==> config.mk <==
export PLATFORM = sky130hd
export DESIGN_NAME = maxunpool
export DESIGN_NICKNAME = d
export VERILOG_FILES = /design/src/rtl/maxunpool_pkg.sv /design/src/rtl/maxunpool_scatter2x2.sv /design/src/rtl/maxunpool.sv
export SDC_FILE = /design/constraint.sdc
export NUM_CORES = 1
export LEC_CHECK = 0
export CAP_MARGIN = 30
export CORE_ASPECT_RATIO = 1.2
export CORE_MARGIN = 1
export CORE_UTILIZATION = 50
export CTS_BUF_LIST = sky130_fd_sc_hd__clkbuf_4 sky130_fd_sc_hd__clkbuf_8 sky130_fd_sc_hd__clkbuf_16
export DETAILED_ROUTE_END_ITERATION = 8
export GPL_TIMING_DRIVEN = 0
export PLACE_DENSITY = 0.9
export SYNTH_ARGS = -nofsm -noshare
export SYNTH_HDL_FRONTEND = slang
export SYNTH_HIERARCHICAL = 1
export SYNTH_SLANG_ARGS = --single-unit
==> constraint.sdc <==
create_clock -name clk -period 5.5 [get_ports clk]
set_input_delay 1.1 -clock clk [delete_from_list [all_inputs] [get_ports clk]]
set_output_delay 1.1 -clock clk [all_outputs]
set_load 0.03 [all_outputs]
==> src/rtl/maxunpool_pkg.sv <==
// Shared definitions for the max-unpool block: default map geometry, FSM states, argmax index codes.
package maxunpool_pkg;

   localparam int CNN_IFMAP_HEIGHT = 4;
   localparam int CNN_IFMAP_WIDTH  = 4;
   localparam int CNN_DATA_WIDTH   = 8;

   typedef enum logic [2:0] {
      IDLE,
      CLEAR,
      PROCESS,
      DRAIN,
      DONE
   } unpool_state_t;

   // Window position = {row offset, col offset}
   localparam logic [1:0] IDX_TL = 2'b00;
   localparam logic [1:0] IDX_TR = 2'b01;
   localparam logic [1:0] IDX_BL = 2'b10;
   localparam logic [1:0] IDX_BR = 2'b11;

   function automatic int clog2_min1(input int v);
      return ($clog2(v) < 1) ? 1 : $clog2(v);
   endfunction

endpackage

==> src/rtl/maxunpool_scatter2x2.sv <==
// Combinational 2x2 scatter: one value plus argmax index -> four window values and write-enables.
// UNPOOL_NEAREST_EN: index ignored, value replicated to all four positions.
module scatter2x2
   import maxunpool_pkg::*;
#(
   parameter int DATA_WIDTH = CNN_DATA_WIDTH
) (
   input  logic [DATA_WIDTH-1:0]      i_value,
   input  logic [1:0]                 i_idx,
   output logic [3:0][DATA_WIDTH-1:0] o_vals,
   output logic [3:0]                 o_we
);

   always_comb begin
      o_vals = '0;
      o_we   = '0;
`ifdef UNPOOL_NEAREST_EN
      o_we   = 4'b1111;
      for (int p = 0; p < 4; p++) begin
         o_vals[p] = i_value;
      end
`else
      case (i_idx)
         IDX_TL: begin o_we[0] = 1'b1; o_vals[0] = i_value; end
         IDX_TR: begin o_we[1] = 1'b1; o_vals[1] = i_value; end
         IDX_BL: begin o_we[2] = 1'b1; o_vals[2] = i_value; end
         default: begin o_we[3] = 1'b1; o_vals[3] = i_value; end
      endcase
`endif
   end

endmodule

==> src/rtl/maxunpool.sv <==
// 2x2/stride-2 max-unpool: clears the map, then scatters one pooled window per clock through a
// 2-stage pipeline and raises done_unpool. Build option UNPOOL_NEAREST_EN selects nearest upsample.
module maxunpool
   import maxunpool_pkg::*;
#(
   parameter int IFMAP_HEIGHT = CNN_IFMAP_HEIGHT,
   parameter int IFMAP_WIDTH  = CNN_IFMAP_WIDTH,
   parameter int DATA_WIDTH   = CNN_DATA_WIDTH
) (
   input  logic                                                     clk,
   input  logic                                                     reset,
   input  logic                                                     en,
   input  logic [IFMAP_HEIGHT/2-1:0][IFMAP_WIDTH/2-1:0][DATA_WIDTH-1:0] pooled,
   input  logic [IFMAP_HEIGHT/2-1:0][IFMAP_WIDTH/2-1:0][1:0]            pool_idx,
   output logic [IFMAP_HEIGHT-1:0][IFMAP_WIDTH-1:0][DATA_WIDTH-1:0]     ofmap,
   output logic                                                     done_unpool
);

   localparam int PH  = IFMAP_HEIGHT / 2;
   localparam int PW  = IFMAP_WIDTH / 2;
   localparam int N   = PH * PW;
   localparam int CW  = $clog2(N) + 1;
   localparam int RW  = clog2_min1(PH);
   localparam int CLW = clog2_min1(PW);

   unpool_state_t r_state, w_next;

   logic [RW-1:0]             r_row, r_s1_row;
   logic [CLW-1:0]            r_col, r_s1_col;
   logic [CW-1:0]             r_count;
   logic                      r_drain;
   logic                      r_s1_vld;
   logic [DATA_WIDTH-1:0]     r_s1_val;
   logic [1:0]                r_s1_idx;
   logic                      w_clear;
   logic                      w_issue;
   logic [3:0][DATA_WIDTH-1:0] w_vals;
   logic [3:0]                w_we;

   always_ff @(posedge clk or posedge reset) begin
      if (reset) r_state <= IDLE;
      else       r_state <= w_next;
   end

   always_comb begin
      w_next  = r_state;
      w_clear = 1'b0;
      w_issue = 1'b0;
      if (!en) begin
         w_next = IDLE;
      end else begin
         case (r_state)
            IDLE:    w_next = CLEAR;
            CLEAR: begin
               w_next  = PROCESS;
               w_clear = 1'b1;
            end
            PROCESS: begin
               if (r_count == CW'(N)) w_next = DRAIN;
               else                   w_issue = 1'b1;
            end
            DRAIN:   if (r_drain) w_next = DONE;
            DONE:    w_next = DONE;
            default: w_next = IDLE;
         endcase
      end
   end

   // Stage 1: raster walk over windows, column index fastest.
   always_ff @(posedge clk or posedge reset) begin
      if (reset) begin
         r_row       <= '0;
         r_col       <= '0;
         r_count     <= '0;
         r_drain     <= 1'b0;
         r_s1_vld    <= 1'b0;
         r_s1_val    <= '0;
         r_s1_idx    <= '0;
         r_s1_row    <= '0;
         r_s1_col    <= '0;
         done_unpool <= 1'b0;
      end else begin
         if (w_clear) begin
            r_row   <= '0;
            r_col   <= '0;
            r_count <= '0;
         end else if (w_issue) begin
            r_s1_val <= pooled[r_row][r_col];
            r_s1_idx <= pool_idx[r_row][r_col];
            r_s1_row <= r_row;
            r_s1_col <= r_col;
            if (r_col == CLW'(PW - 1)) begin
               r_col <= '0;
               r_row <= r_row + 1'b1;
            end else begin
               r_col <= r_col + 1'b1;
            end
            r_count <= r_count + 1'b1;
         end
         r_s1_vld    <= w_issue;
         r_drain     <= (en && r_state == DRAIN) ? ~r_drain : 1'b0;
         done_unpool <= en && (r_state == DONE);
      end
   end

   scatter2x2 #(
      .DATA_WIDTH(DATA_WIDTH)
   ) u_scatter (
      .i_value(r_s1_val),
      .i_idx  (r_s1_idx),
      .o_vals (w_vals),
      .o_we   (w_we)
   );

   // Stage 2: only the enabled positions of the latched window are written;
   // an odd trailing row/column lies outside every window and keeps its cleared value.
   always_ff @(posedge clk or posedge reset) begin
      if (reset) begin
         ofmap <= '0;
      end else if (w_clear) begin
         ofmap <= '0;
      end else if (en && r_s1_vld) begin
         for (int i = 0; i < 2 * PH; i++) begin
            for (int j = 0; j < 2 * PW; j++) begin
               if ((i / 2 == int'(r_s1_row)) && (j / 2 == int'(r_s1_col)) &&
                   w_we[(i % 2) * 2 + (j % 2)]) begin
                  ofmap[i][j] <= w_vals[(i % 2) * 2 + (j % 2)];
               end
            end
         end
      end
   end

endmodule

==> results.ini <==
[sta]
rsz0062_at_grt=no
hold_viol=0
maxSlewHeadroom_pct=48.44
post-route-min-period_ns=2.717
fin_worst_skew_ns=0.007617
fin_crit_sh_pct=49.41
maxClockFrequency_mhz=368.0
final_max_slew_viol_count=0
worst_pin_slew_ns=0.7718
setup_violations=0
fin_setup_tns_ns=0

[pwr]
cellLeakagePower_nw=4.124
peakVddDrop_v=0.0002158
pwr_density_cell_mw_per_mm2=347.7

[die]
die_y_um=132.6
start_util_pct=51.44
dieArea_sq_mm=0.01470
fp.dieW_um=110.9
coreArea_sq_mm=0.01382
io_pins=172
fp-row-count=47

[global_route]
grt_usage_pct=32.17
grt.overflow.total=0
grt_max_degree=96
grt_antenna_before_repair=0
grt_pass1_wl_um=36800
grt_pass1_vias=6994

[yosys]
synth.distinct_cells=38
yosys.area.top_type=dfrtp_1
synth_seq_cells=151
synth-seq-area-share_pct=53.15
synth_async_sr_flop_share_pct=100.0
ys_warn_count=6
synth_edf_count=0
synth.area.top_cells=dfrtp_1 53%, nand3_1 9.5%, a21oi_1 9.2%
syn-num-nets=774
synth_flop_cell=dfrtp_1
netlist.area_leader.share_pct=53.15
syn_area_per_cell_sq_um=9.752
syn_area_sq_mm=0.007109
synth_cells=729

[cts]
root_buffer=clkbuf_16
insertion_delay_ns=0.43
cts_made_buffers=17
cts_sinks=151
clkTransAtPathRegs_ns=0.06
post_cts_buffers=0
cts_tree=yes
ctsHtreeMaxLevel=4
clockBufferDepth=2
cts_resized=0
cts_hold_buf=0

[setup_path]
crit_type=in2reg
r2r-start=r_s1_idx[0]
arrival_ns=3.01
ff2ff_setup_slack_ns=3.39
crit_required_ns=5.79
rr_worst_depth=6
endpoint_kind=flop
startpoint_type=input port
worstReg2RegEnd=ofmap[73]
cp_max_fo=10

[finish]
nFillCells=986
fin_nets=965
postLayoutCellArea_sq_mm=0.009630
fin_cells=1104
diodes=0
multi_input_area_sq_mm=0.002935
area_growth_pct=35.46
layout-drive-gt1-share_pct=11.36
regArea_sq_mm=0.003779

[drt]
detail_route.wl_per_cell_um=21.26
ant_nets=0
route.vias.total=7140
wl_um=23470
drc=0
drt_iter0_drc=920
dr.pass1.iters=7
viasPerCell=6.467

[job]
maxCapViolCount=0

[min_path]
hp-start=r_drain
whs_path_depth=1
min_to=r_drain
hold_path_class=reg2reg

[placed_design]
routabilityCongestion=0.9029
dp_cells=1072
dp_hpwl_um=16110
numPortBuffers=171
placed_area_sq_mm=0.009067

[status]
status=finished clean

==> cell type report <==
cell class	count	share of cell area (%)
plain buffers	79	3.911
clock buffers	20	4.781
clock inverters	12	1.065
inverters	5	0.2468
multi-input cells	494	30.48
flip-flops and latches	151	39.24
well taps	171	2.222
repair buffers	172	18.06
==> Yosys cell counts (3+ instances only) <==
cell type and instances:
mux2_2 3, and3b_1 16, o21ai_0 127, dfrtp_1 151, buf_6 3, inv_1 5, clkbuf_1 28, nor2b_1 4
nand3_1 135, mux4_2 8, buf_2 43, o21ai_1 5, nor2_1 3, mux2_4 8, nand2_1 6, and3_1 14
buf_1 4, nand2b_1 4, nor3b_1 8, a21oi_1 130
==> where the power goes <==
part	switching, mW	total (mW)	internal, mW
sequential	0.117	1.30	1.18
combinational	0.631	0.941	0.310
clock	0.462	1.11	0.648
==> how the worst max path moves through the flow <==
stage                        to      start  slack [ns]  cells after the start
CTS                   ofmap[87]  ofmap[87]        2.83                      1
detailed placement        r_col         en        2.42                      7
finish                    r_col         en        2.78                      7
floorplan           done_unpool      reset        0.34                      1
global placement       ofmap[0]      reset       -1.55                      2
global route              r_col         en        2.70                      7
==> cells by family after synthesis <==
kind of cell	count (synthesis)	synth area share, %
AND/OR/NAND/NOR	202	16.12
AO/OA/AOI/OAI	267	19.10
multiplexers	23	5.720
buffers and inverters	84	5.561
adder cells (fa/ha/maj)	2	0.3519
flip-flops	151	53.15
==> cells in the final DEF (no fill, tap or decap), types with 14 or more instances in the layout <==
cell type and count:
a21oi_1 130, nand3_1 135, o21ai_0 127, dfrtp_1 151
clkdlybuf4s50_1 171, buf_2 43, clkbuf_1 28, clkbuf_16 17
and3b_1 16, and3_1 14
==> layer usage <==
layer	track usage, %	wire length (um)	share of wire (%)
met3	9.070	2483	11
met1	39.57	8435	36
met5	0	0	0
met4	20.15	1553	6.6
met2	50.17	11000	47
==> registers in the layout, indices dropped and copies added, names as in the netlist, 2 cells and up <==
signal / cells
ofmap: 128
r_count: 3
r_s1_idx: 2
r_state: 3
r_s1_val: 8
==> worst max-delay path, stage by stage <==
cell and delay (ns):
clkdlybuf4s50_1 0.65, buf_6 0.20, nand2b_1 0.11, nor3_2 0.24, buf_2 0.28, buf_2 0.31
a21oi_1 0.11
==> stage by stage <==
step	utilization, %	total power [mW]	setup slack (ns)	hold WS, ns
floorplan	-	1.860	0.3353	0.4145
detailed placement	65.61	2.194	2.421	0.4391
global placement	65.38	2.166	-1.548	0.4314
CTS	69.69	3.302	2.835	0.4466
finish	69.69	3.348	2.783	0.4420
global route	69.69	3.443	2.698	0.4683
No activity file was read; power rests on OpenSTA's default activity.
